### src/rtl/mem_arbiter.sv
// mem_arbiter: shares one RAM port between the icache (read-only) and the
// dcache (read/write). One transaction is in flight at a time. The dcache
// wins by default, and an aging counter stops the icache from starving.
module mem_arbiter #(
   parameter int STARVE_MAX = 4,
   parameter int CNT_W      = 4
) (
   input  logic        CLK,
   input  logic        RST,
   // icache side
   input  logic        iREN,
   input  logic [31:0] iaddr,
   output logic [31:0] iload,
   output logic        iwait,
   // dcache side
   input  logic        dREN,
   input  logic        dWEN,
   input  logic [31:0] daddr,
   input  logic [31:0] dstore,
   output logic [31:0] dload,
   output logic        dwait,
   // RAM side
   output logic        ramREN,
   output logic        ramWEN,
   output logic [31:0] ramaddr,
   output logic [31:0] ramstore,
   input  logic [31:0] ramload,
   input  logic [1:0]  ramstate,
   // state visibility
   output logic [1:0]  grant
);

   localparam logic [1:0] RAM_ACCESS = 2'd2;

   localparam logic [CNT_W-1:0] STARVE_LIMIT = CNT_W'(STARVE_MAX);
   localparam logic [CNT_W-1:0] CNT_SAT      = {CNT_W{1'b1}};

   typedef enum logic [1:0] {
      IDLE  = 2'd0,
      ISERV = 2'd1,
      DSERV = 2'd2
   } state_t;

   state_t            state_reg, state_next;
   logic [CNT_W-1:0]  starve_cnt_reg, starve_cnt_next;
   logic              ram_access;

   // ERROR, FREE and BUSY all mean "not done yet"; only ACCESS completes.
   assign ram_access = (ramstate == RAM_ACCESS);

   // Read data is a plain pass-through; the waits qualify it.
   assign iload = ramload;
   assign dload = ramload;

   // Next-state selection: aged icache first, then dcache, then icache.
   always_comb begin
      state_next = state_reg;
      case (state_reg)
         IDLE: begin
            if (iREN && (starve_cnt_reg >= STARVE_LIMIT))
               state_next = ISERV;
            else if (dREN || dWEN)
               state_next = DSERV;
            else if (iREN)
               state_next = ISERV;
         end
         ISERV: begin
            // Completion or abandonment both return to IDLE.
            if (ram_access || !iREN)
               state_next = IDLE;
         end
         DSERV: begin
            if (ram_access || (!dREN && !dWEN))
               state_next = IDLE;
         end
         default: state_next = IDLE;
      endcase
   end

   // Starvation age: counts ungranted icache cycles, cleared once served
   // or once the icache stops asking.
   always_comb begin
      starve_cnt_next = starve_cnt_reg;
      if (!iREN || (state_reg == ISERV))
         starve_cnt_next = '0;
      else if (starve_cnt_reg != CNT_SAT)
         starve_cnt_next = starve_cnt_reg + 1'b1;
   end

   // State and age registers; reset takes effect without waiting for a clock.
   always_ff @(posedge CLK or posedge RST) begin
      if (RST) begin
         state_reg      <= IDLE;
         starve_cnt_reg <= '0;
      end else begin
         state_reg      <= state_next;
         starve_cnt_reg <= starve_cnt_next;
      end
   end

   // Output decode from the registered state; request fields are forwarded
   // while granted so the cache drives the RAM directly.
   always_comb begin
      iwait    = 1'b1;
      dwait    = 1'b1;
      ramREN   = 1'b0;
      ramWEN   = 1'b0;
      ramaddr  = '0;
      ramstore = '0;
      grant    = 2'd0;
      case (state_reg)
         ISERV: begin
            grant   = 2'd1;
            ramREN  = 1'b1;
            ramaddr = iaddr;
            iwait   = ~ram_access;
         end
         DSERV: begin
            grant    = 2'd2;
            ramaddr  = daddr;
            ramstore = dstore;
            // A write wins when both enables are high.
            ramWEN   = dWEN;
            ramREN   = ~dWEN;
            dwait    = ~ram_access;
         end
         default: ;
      endcase
   end

endmodule

### config.mk
export PLATFORM = sky130hd
export DESIGN_NAME = mem_arbiter
export DESIGN_NICKNAME = d
export VERILOG_FILES = /design/src/rtl/mem_arbiter.sv
export SDC_FILE = /design/constraint.sdc
export NUM_CORES = 1
export LEC_CHECK = 0
export ABC_CLOCK_PERIOD_IN_PS = 1800
export BUFFER_PORTS_ARGS = -buffer_cell sky130_fd_sc_hd__buf_4
export CAP_MARGIN = 20
export CORE_AREA = 2 2 105 107
export DETAILED_ROUTE_END_ITERATION = 10
export DIE_AREA = 0 0 107 109
export PLACE_DENSITY = 0.54
export SETUP_SLACK_MARGIN = 0.02
export SLEW_MARGIN = 10
export SYNTH_ARGS = -nofsm -noshare
export SYNTH_HDL_FRONTEND = slang
export SYNTH_SLANG_ARGS = --single-unit
### constraint.sdc
create_clock -name CLK -period 1.8 [get_ports CLK]
set_clock_uncertainty 0.05 [all_clocks]
set_input_delay 0.09 -clock CLK [delete_from_list [all_inputs] [get_ports CLK]]
set_output_delay 0.09 -clock CLK [all_outputs]
set_load 0.02 [all_outputs]
==> results of run 1 <==
[how the worst max path moves through the flow]
stage                       end  cells past startpoint
finish              ramaddr[12]                      6
global route        ramaddr[30]                      6
CTS                 ramaddr[11]                      6
detailed placement  ramaddr[11]                      6
global placement    ramaddr[11]                      6
floorplan            ramaddr[0]                      6
[kinds of logic after synthesis]
logic type               Yosys count  synth area share [%]
AO/OA/AOI/OAI                     37                  17.1
multiplexers                       3                  1.87
buffers and inverters             81                  34.0
AND/OR/NAND/NOR                   87                  32.5
adder cells (fa/ha/maj)            6                  4.68
flip-flops                         6                  9.35
XOR/XNOR                           1                 0.546
[critical path: cells and delay by family (launching register included)]
kind | cells | cell delay (ps)
adder cells (fa/ha/maj) | 1 | 170
flip-flops | 1 | 430
AND/OR/NAND/NOR | 1 | 70
AO/OA/AOI/OAI | 1 | 180
buffers and inverters | 3 | 460
[stage by stage]
step                power, µW  instances  worst slack (ps)  hold slack [ps]
floorplan                2220        221               149             -169
global placement         3410        460               257            -21.0
detailed placement       3440        460               209            -14.1
CTS                      3660        464              20.7              130
global route             4470        470              23.1              130
finish                   4150        470               125              130
[placed cells by master, fill, tap and decap left out, types with 4 or more instances in the layout]
master,n
sky130_fd_sc_hd__a22oi_1,31
sky130_fd_sc_hd__and2_1,33
sky130_fd_sc_hd__buf_12,5
sky130_fd_sc_hd__buf_4,173
sky130_fd_sc_hd__clkbuf_16,4
sky130_fd_sc_hd__dfrtp_1,4
sky130_fd_sc_hd__nand2_1,5
sky130_fd_sc_hd__nor2_1,6
sky130_fd_sc_hd__nor2b_1,34
[final cells by class]
class	count	area, µm²	area share [%]
Timing Repair Buffer	184	1520	53.2
Inverter	3	13.8	0.482
Tap cell	140	175	6.13
Clock buffer	3	41.3	1.45
Sequential cell	6	153	5.35
Multi-Input combinational cell	134	952	33.3
[layer usage]
layer  vias up  wire length [µm]  track usage [%]
li1        893                 -                -
met4         0               115             2.41
met3        23               607             2.93
met2        91              3710             19.2
met1       792              2510             10.3
met5         -                 0                0
[power breakdown]
part	switching, µW	total (µW)	leakage (µW)	internal, µW
Sequential	49.4	226	0.0000766	176
Combinational	1840	3720	0.00128	1880
Clock	55.4	199	0.0000216	143
[what timing repair did]
item	4_1_cts	5_1_grt
gates resized for setup	1	14
hold buffers	1	0
endpoints found under the hold margin	6	0
buffers inserted	0	2
pin swaps	0	1
setup endpoints to repair	22	36
cloned	0	4
==> reports/metrics.yaml, run 1 <==
global_route:
  grt_pass1_wl_um: 9010
  gr-usage-all-layers_pct: 9.85
  globalRoute.totalOverflow: 0
  grt_pass1_vias: 1722
  pin_count_of_the_biggest_net_entering_global_routing: 42
  grt_antenna_before_repair: 0
floorplan:
  io_pins: 269
  die-area_um2: 11700
  initial_core_util_pct: 15.1
  placement_rows: 38
  chipHeight_um: 109
  design.core.area_um2: 10600
  floorplan.die.width_um: 107
cells_and_area:
  drive_above_1_share_pct: 59.4
  layout.filler_cells: 1147
  finish.instance_area_um2: 2860
  layout.nets: 473
  areaGrowthSynthToFinish_pct: 77.9
  fin_util_pct: 26.9
  largest_reg_flops: 4
  antenna-diode-count: 0
setup_path:
  reg2reg_to: "state_reg[1]$_DFFE_PP0P_"
  path_cells: "buf_4 -> ha_4 -> buf_12 -> a22oi_1 -> nor2b_1 -> buf_4"
  worst_path_most_repeated_cell: "sky130_fd_sc_hd__buf_4"
  setup.worst_path.class: "reg -> out"
  setup.worst_path.start_class: "register"
  reg2reg_setup_slack_ps: 150
  end_kind: "output pin"
  r2r_cells: 6
  cp.required_ps: 1660
  cell_with_the_largest_stage_delay_on_the_worst_path: "sky130_fd_sc_hd__dfrtp_2"
  crit_path_max_fanout: 23
  slowest_delay_ps: 430
  reg_to_reg_start: "state_reg[0]$_DFFE_PP0P_"
  timing.critical_path.arrival_ps: 1540
  setup.worst_path.start: "state_reg[0]$_DFFE_PP0P_"
synth:
  ys_warn_count: 0
  synthMostInstantiatedCell: "sky130_fd_sc_hd__buf_4"
  ys_async_sr_fraction_pct: 100
  synth_area_um2: 1610
  ys_flop_type: "sky130_fd_sc_hd__dfrtp_1"
  number_of_distinct_library_cells_after_synthesis: 24
  synthCells: 221
  post_synth_main_area_contributors: "sky130_fd_sc_hd__buf_4, sky130_fd_sc_hd__a22oi_1, sky130_fd_sc_hd__nor2b_1"
  syn_nets: 362
  number_of_enable_flip_flop_cells_after_synthesis: 0
  synth_top_area_share_pct: 29.9
  sequential_to_total_area_share_from_yosys_stat_pct: 9.35
  postSynthAreaPerCell_um2: 7.26
  top_cell_types_by_occurrence_after_synthesis: "sky130_fd_sc_hd__buf_4, sky130_fd_sc_hd__nor2b_1, sky130_fd_sc_hd__and2_1"
  ys_seq_elements: 6
  dominant_cell_type_by_area_after_synthesis: "sky130_fd_sc_hd__buf_4"
hold_path:
  hold_path_class: "in -> out"
  worstHoldEndpoint: "iload[14]"
  hold_depth: 0
  min-delay-start: "ramload[14]"
power_and_ir_drop:
  power.static_leakage_uw: 0.00138
  cellPowerDensity_nw_per_um2: 1450
  vdd_ir_drop_max_mv: 0.425
detailed_routing:
  first_iter_violations: 91
  ant_nets: 0
  route.detailed.vias_per_inst: 3.83
  remaining_drc_errors: 0
  drt-total-wl_um: 6950
  drt_pass1_iterations: 4
  route.detailed.wl_per_inst_um: 14.8
  dr_total_vias: 1799
placement:
  portBuffers: 172
  globalplace.congestion: 0.678
  cell_area_placed_um2: 2620
  post-dp-hpwl_um: 5330
clock_tree:
  cts_tree: "built"
  clock-root-buffer: "sky130_fd_sc_hd__clkbuf_8"
  clock_insertion_delay_worst_skew_ps: 220
  cts.reportedPaths.clkPinSlew_ps: 40
  htree_levels: 1
  clockBufferDepth: 2
  clock-sinks: 6
  cts_inserted_buffers: 3
sta:
  tightestPinTransition_ps: 258
  grt_setup_unrepaired: "false"
  final_period_minus_worst_setup_slack_ps: 1680
  maxSlewHeadroom_pct: 82.8
  final-max-slew-violation-count: 0
  tns_setup_ps: 0
  setup_viol_count_final: 0
  timing.fmax_mhz: 597
  report.final.hold_viol_count: 0
  final.period_utilization_pct: 93.1
flow_run:
  drv.max_cap_violation_count: 0
outcome:
  run_status: "complete, no violations"
Power figures use the tool's default switching activity.
==> run 2: changes to the inputs <==
Settings changed: GPL_TIMING_DRIVEN set to 0, REMOVE_ABC_BUFFERS set to 1.
==> reports/metrics.yaml, run 2 (synthesized netlist as in run 1, its figures left out) <==
outcome:
  run_status: "complete, no violations"
power_and_ir_drop:
  p_sw_share_pct: 49.1  # +2.2 points
  p_int_uw: 2030  # -7.8%
  power_frac_clock_pct: 4.9  # about the same
  vdd_ir_drop_max_mv: 0.731  # +72%
  pwr-share-comb_pct: 89.5  # -0.3 points
  power.static_leakage_uw: 0.00136  # -1.7%
  seq_power_share_pct: 5.5  # about the same
  cellPowerDensity_nw_per_um2: 1430  # -1.5%
  total_power_uw: 3990  # -3.9%
  total_switching_power_uw: 1960  # +0.53%
sta:
  report.final.hold_viol_count: 0  # unchanged
  final-max-slew-violation-count: 0  # unchanged
  maxSlewHeadroom_pct: 83.6  # +0.83 points
  final.period_utilization_pct: 94.1  # +1.0 points
  timing.hold.ws_ps: 130  # +0.0930 ps
  grt_setup_unrepaired: "true"
  final_period_minus_worst_setup_slack_ps: 1690  # +18.0 ps
  setup_ws_ps: 107  # -18.0 ps
  setup_viol_count_final: 0  # unchanged
  timing.fmax_mhz: 591  # -1.1%
  tightestPinTransition_ps: 246  # -12.4 ps
cells_and_area:
  layout.cells.most_common_list: "sky130_fd_sc_hd__buf_4, sky130_fd_sc_hd__nor2b_1, sky130_fd_sc_hd__and2_1"
  largest_reg_flops: 4  # unchanged
  final_common_cell: "sky130_fd_sc_hd__buf_4"
  areaGrowthSynthToFinish_pct: 73.6
  drive_above_1_share_pct: 59.0  # -0.43 points
  layout.nets: 472  # -0.21%
  antenna-diode-count: 0  # unchanged
setup_path:
  slowest_delay_ps: 420  # about the same
  end_kind: "output pin"
  worst_path_dominant_cell_family: "buffers and inverters"
  cell_with_the_largest_stage_delay_on_the_worst_path: "sky130_fd_sc_hd__dfrtp_1"
  setup.worst_path.start_class: "register"
  crit_path_max_fanout: 22  # -4.3%
  r2r_cells: 5  # -1
  setup.worst_path.class: "reg -> out"
  reg_to_reg_start: "state_reg[0]$_DFFE_PP0P_"
  cp.required_ps: 1660  # about the same
  reg2reg_setup_slack_ps: 230  # +80 ps
  timing.critical_path.arrival_ps: 1550  # about the same
  reg2reg_to: "state_reg[1]$_DFFE_PP0P_"
  path_cells: "inv_2 -> ha_4 -> buf_16 -> a22oi_1 -> nor2b_1 -> buf_4"
  critical_path_buf_inv_count: 3  # unchanged
detailed_routing:
  drt_pass1_iterations: 4  # unchanged
  first_iter_violations: 110  # +21%
  route.detailed.wl_per_inst_um: 23.5  # +59%
  ant_nets: 0  # unchanged
  route.detailed.vias_per_inst: 4.26  # +11%
  drt-total-wl_um: 11000  # +58%
  remaining_drc_errors: 0  # unchanged
  dr_total_vias: 1998  # +11%
global_route:
  grt_util_met1_pct: 17.2  # +6.9 points
  globalRoute.totalOverflow: 0  # unchanged
  grt_pass1_vias: 1941  # +13%
  grt_pass1_wl_um: 14000  # +56%
  grt_antenna_before_repair: 0  # unchanged
  gr-usage-all-layers_pct: 17.2  # +7.3 points
  global_route.peak_usage_layer: "met2"
  use_met2_pct: 27.2  # +8.1 points
  use_met3_pct: 16.0  # +13 points
  pin_count_of_the_biggest_net_entering_global_routing: 34  # -19%
floorplan:
  die-area_um2: 11700  # unchanged
  placement_rows: 38  # unchanged
  design.core.area_um2: 10600  # unchanged
  floorplan.die.width_um: 107  # unchanged
  initial_core_util_pct: 15.1  # unchanged
  io_pins: 269  # unchanged
  chipHeight_um: 109  # unchanged
clock_tree:
  clock_insertion_delay_worst_skew_ps: 220  # about the same
  htree_levels: 1  # unchanged
  clockBufferDepth: 2  # unchanged
  cts_tree: "built"
  cts.reportedPaths.clkPinSlew_ps: 30  # about the same
  clock-sinks: 6  # unchanged
  cts_inserted_buffers: 3  # unchanged
  clock-root-buffer: "sky130_fd_sc_hd__clkbuf_8"
placement:
  post-dp-hpwl_um: 9180  # +72%
  place_worst_setup_slack_ps: -292  # -501 ps
  portBuffers: 172  # unchanged
  globalplace.congestion: 0.809  # +19%
hold_path:
  hold_depth: 0  # unchanged
  hold_path_class: "in -> out"
  min-delay-start: "ramload[14]"
  worstHoldEndpoint: "dload[14]"
flow_run:
  drv.max_cap_violation_count: 0  # unchanged
==> run 2: cell types whose count changed in the layout (fill, tap and decap cells not counted), sizes merged <==
cell	change
clkbuf	-4
buf	+3
==> run 2: worst max-delay path by stage <==
stage	slack, ps	startpoint	to	depth (start not counted)
2_1_floorplan	-430	state_reg[0]$_DFFE_PP0P_	ramaddr[0]	4
3_3_place_gp	-1230	state_reg[0]$_DFFE_PP0P_	ramaddr[18]	5
3_5_place_dp	-290	state_reg[1]$_DFFE_PP0P_	ramaddr[15]	6
4_1_cts	20	state_reg[1]$_DFFE_PP0P_	ramaddr[30]	4
5_1_grt	10	state_reg[0]$_DFFE_PP0P_	ramaddr[14]	6
6_report	110	state_reg[0]$_DFFE_PP0P_	ramaddr[30]	6
==> run 2: final cells by class <==
cell class              count  area [µm²]
clock buffers               3        41.3
fillers                  1160        7820
inverters                   3        11.3
multi-input cells         134         960
flip-flops and latches      6         150
well taps                 140         175
repair buffers            183        1450
==> run 2: repair_timing <==
action / CTS / global route
buffers inserted: 6 / 2
resized for setup: 8 / 2
endpoints found under the setup margin: 69 / 34
hold buffers: 1 / 0
endpoints found under the hold margin: 6 / 0
pin swaps: 2 / 1
==> run 2: through the flow <==
| step | cells | util, % | instance area, µm² | setup TNS [ps] |
|---|---|---|---|---|
| 3_5_place_dp | 457 | 24.4 | 2580 | -7960 |
| 3_3_place_gp | 455 | 23.9 | 2540 | -73920 |
| 6_report | 469 | 26.3 | 2790 | 0 |
| 5_1_grt | 469 | 26.3 | 2790 | 0 |
| 4_1_cts | 467 | 25.9 | 2750 | 0 |
| 2_1_floorplan | 143 | - | 1070 | -22030 |
==> run 2: power groups by stage <==
stage               clock (µW)  sequential, µW  combinational (µW)
floorplan                    0             202                1740
global placement             0             206                3060
detailed placement           0             209                3170
CTS                        202             218                3470
global route               213             228                3840
finish                     196             221                3570
==> run 2: per-layer routing <==
layer / share of wire (%) / up-vias
met3: 20 / 8
met1: 34 / 893
met2: 45 / 212
li1: - / 881
met5: 0.96 / -
met4: 0.091 / 4
==> run 3: changes to the inputs <==
Settings changed: BUFFER_PORTS_ARGS -buffer_cell sky130_fd_sc_hd__buf_4 to unset, CORE_AREA 2 2 105 107 to 2 2 103 105, DIE_AREA 0 0 107 109 to 0 0 105 107, DONT_BUFFER_PORTS set to 1, GPL_TIMING_DRIVEN 0 to unset, PLACE_DENSITY 0.54 to 0.33.
==> reports/metrics.yaml, run 3 (synthesized netlist as in run 1, its figures left out) <==
clock_tree:
  clock_insertion_delay_worst_skew_ps: 220  # about the same
  cts_inserted_buffers: 3  # unchanged
  clock-sinks: 6  # unchanged
  clock-root-buffer: "sky130_fd_sc_hd__clkbuf_8"
  cts_tree: "built"
  clockBufferDepth: 2  # unchanged
  htree_levels: 1  # unchanged
  cts.reportedPaths.clkPinSlew_ps: 40  # about the same
setup_path:
  setup.worst_path.start_class: "register"
  worst_path_dominant_cell_family: "buffers and inverters"
  reg2reg_setup_slack_ps: 240  # about the same
  crit_path_max_fanout: 34  # +55%
  cell_with_the_largest_stage_delay_on_the_worst_path: "sky130_fd_sc_hd__dfrtp_1"
  end_kind: "output pin"
  r2r_cells: 5  # unchanged
  setup.worst_path.start: "state_reg[0]$_DFFE_PP0P_"
  reg_to_reg_start: "state_reg[0]$_DFFE_PP0P_"
  slowest_delay_ps: 370  # -50 ps
  path_cells: "inv_1 -> ha_4 -> clkbuf_16 -> and2_1 -> buf_4"
  cp.required_ps: 1660  # about the same
  reg2reg_to: "state_reg[0]$_DFFE_PP0P_"
  timing.critical_path.arrival_ps: 1580  # +30 ps
  critical_path_buf_inv_count: 3  # unchanged
  setup.worst_path.class: "reg -> out"
detailed_routing:
  ant_nets: 0  # unchanged
  first_iter_violations: 176  # +60%
  route.detailed.wl_per_inst_um: 26.4  # +12%
  route.detailed.vias_per_inst: 4.58  # +7.6%
  remaining_drc_errors: 0  # unchanged
  drt_pass1_iterations: 4  # unchanged
  drt-total-wl_um: 9070  # -18%
  dr_total_vias: 1577  # -21%
floorplan:
  initial_core_util_pct: 15.9  # +0.77 points
  die-area_um2: 11200  # -3.7%
  floorplan.die.width_um: 105  # -1.9%
  chipHeight_um: 107  # -1.8%
  io_pins: 269  # unchanged
  design.core.area_um2: 10100  # -4.8%
  placement_rows: 37  # -2.6%
global_route:
  grt_pass1_wl_um: 10800  # -23%
  pin_count_of_the_biggest_net_entering_global_routing: 69  # +100%
  globalRoute.totalOverflow: 0  # unchanged
  grt_antenna_before_repair: 9  # +9
  grt_pass1_vias: 1322  # -32%
  gr-usage-all-layers_pct: 13.8  # -3.4 points
sta:
  final_period_minus_worst_setup_slack_ps: 1720  # +29.4 ps
  report.final.hold_viol_count: 0  # unchanged
  final-max-slew-violation-count: 0  # unchanged
  setup_viol_count_final: 0  # unchanged
  final.period_utilization_pct: 95.7  # +1.6 points
  grt_setup_unrepaired: "false"
  maxSlewHeadroom_pct: 80.6  # -3.0 points
  timing.hold.ws_ps: 58.3  # -71.8 ps
  tightestPinTransition_ps: 293  # +47.6 ps
  timing.fmax_mhz: 581  # -1.7%
cells_and_area:
  drive_above_1_share_pct: 32.0  # -27 points
  multiInputGateArea_um2: 935  # -2.6%
  layout.cells.most_common_list: "sky130_fd_sc_hd__buf_4, sky130_fd_sc_hd__nor2b_1, sky130_fd_sc_hd__and2_1"
  layout.filler_cells: 1149  # -0.95%
  final_common_cell: "sky130_fd_sc_hd__buf_4"
  largest_reg_flops: 4  # unchanged
  areaGrowthSynthToFinish_pct: 14.7
  layout.nets: 346  # -27%
  area.sequential_um2: 151  # +0.83%
placement:
  post-dp-hpwl_um: 7230  # -21%
  globalplace.congestion: 0.752  # -7.1%
  portBuffers: 0  # -100%
outcome:
  run_status: "complete, no violations"
hold_path:
  hold_depth: 3  # +3
  min-delay-start: "dWEN"
  hold_path_class: "in -> reg"
  worstHoldEndpoint: "state_reg[0]$_DFFE_PP0P_"
flow_run:
  drv.max_cap_violation_count: 0  # unchanged
power_and_ir_drop:
  pwr-share-comb_pct: 87.8  # -1.7 points
  power_frac_clock_pct: 5.9  # +1.0 points
  p_int_uw: 1640  # -19%
  seq_power_share_pct: 6.4  # +0.9 points
  p_sw_share_pct: 51.7  # +2.6 points
  vdd_ir_drop_max_mv: 0.710  # -2.9%
  cellPowerDensity_nw_per_um2: 1850  # +29%
  total_switching_power_uw: 1760  # -10%
  total_power_uw: 3400  # -15%
  power.static_leakage_uw: 0.000743  # -45%
-- run 3: changes by cell type in the layout (fill, tap and decap cells not counted), moves of 2 or more --
cell and change:
sky130_fd_sc_hd__buf_4 -125, sky130_fd_sc_hd__clkbuf_16 +3, sky130_fd_sc_hd__buf_6 -2, sky130_fd_sc_hd__diode_2 +5
-- run 3: how the worst max path moves through the flow --
stage / cells past startpoint / to / slack [ps]
3_5_place_dp: 5 / state_reg[0]$_DFFE_PP0P_ / 190
4_1_cts: 6 / ramaddr[16] / 5
6_report: 5 / ramstore[6] / 80
3_3_place_gp: 5 / state_reg[0]$_DFFE_PP0P_ / 190
5_1_grt: 6 / ramaddr[11] / 20
2_1_floorplan: 4 / ramaddr[0] / -430
-- run 3: power by group through the flow --
stage	Sequential, µW	Combinational (µW)	Clock, µW
floorplan	202	1740	0
global route	222	3190	220
finish	217	2990	200
detailed placement	211	2750	0
global placement	210	2750	0
CTS	210	2760	205
-- run 3: area by class of cell --
type	count	share of cell area, %
clock buffer	3	2.24
multi-input combinational	134	50.7
timing repair buffer	57	28.3
tap	136	9.24
sequential	6	8.22
antenna	5	0.679
inverter	3	0.611
-- run 3: what timing repair did --
action,in CTS,in global routing
endpoints found under the setup margin,11,39
hold buffers,1,0
buffers inserted,0,1
gates resized for setup,0,5
hold endpoints to repair,6,0
gates cloned,0,3
-- run 3: per-layer routing --
metal	share of wire [%]	up-vias	global-route usage (%)	routed length, µm
li1	-	640	-	-
met1	43	744	17.3	3900
met2	38	183	15.7	3450
met3	18	8	15.0	1680
met4	0.20	2	0.667	18
met5	0.14	-	3.81	13
-- run 3: through the flow --
stage | util [%] | area, µm² | setup TNS (ps) | cells | worst slack [ps]
floorplan | - | 1070 | -22030 | 143 | -433
global placement | 16.6 | 1670 | 0 | 331 | 192
detailed placement | 16.6 | 1670 | 0 | 331 | 186
CTS | 17.1 | 1720 | 0 | 335 | 4.82
global route | 18.2 | 1830 | 0 | 340 | 23.5
finish | 18.2 | 1840 | 0 | 344 | 77.4
-- run 3: worst register-to-register path: stages (launching register included) --
cell and delay (ps):
sky130_fd_sc_hd__dfrtp_1 340, sky130_fd_sc_hd__inv_1 110, sky130_fd_sc_hd__ha_4 220, sky130_fd_sc_hd__clkbuf_16 190, sky130_fd_sc_hd__a221o_1 380, sky130_fd_sc_hd__mux2i_1 140
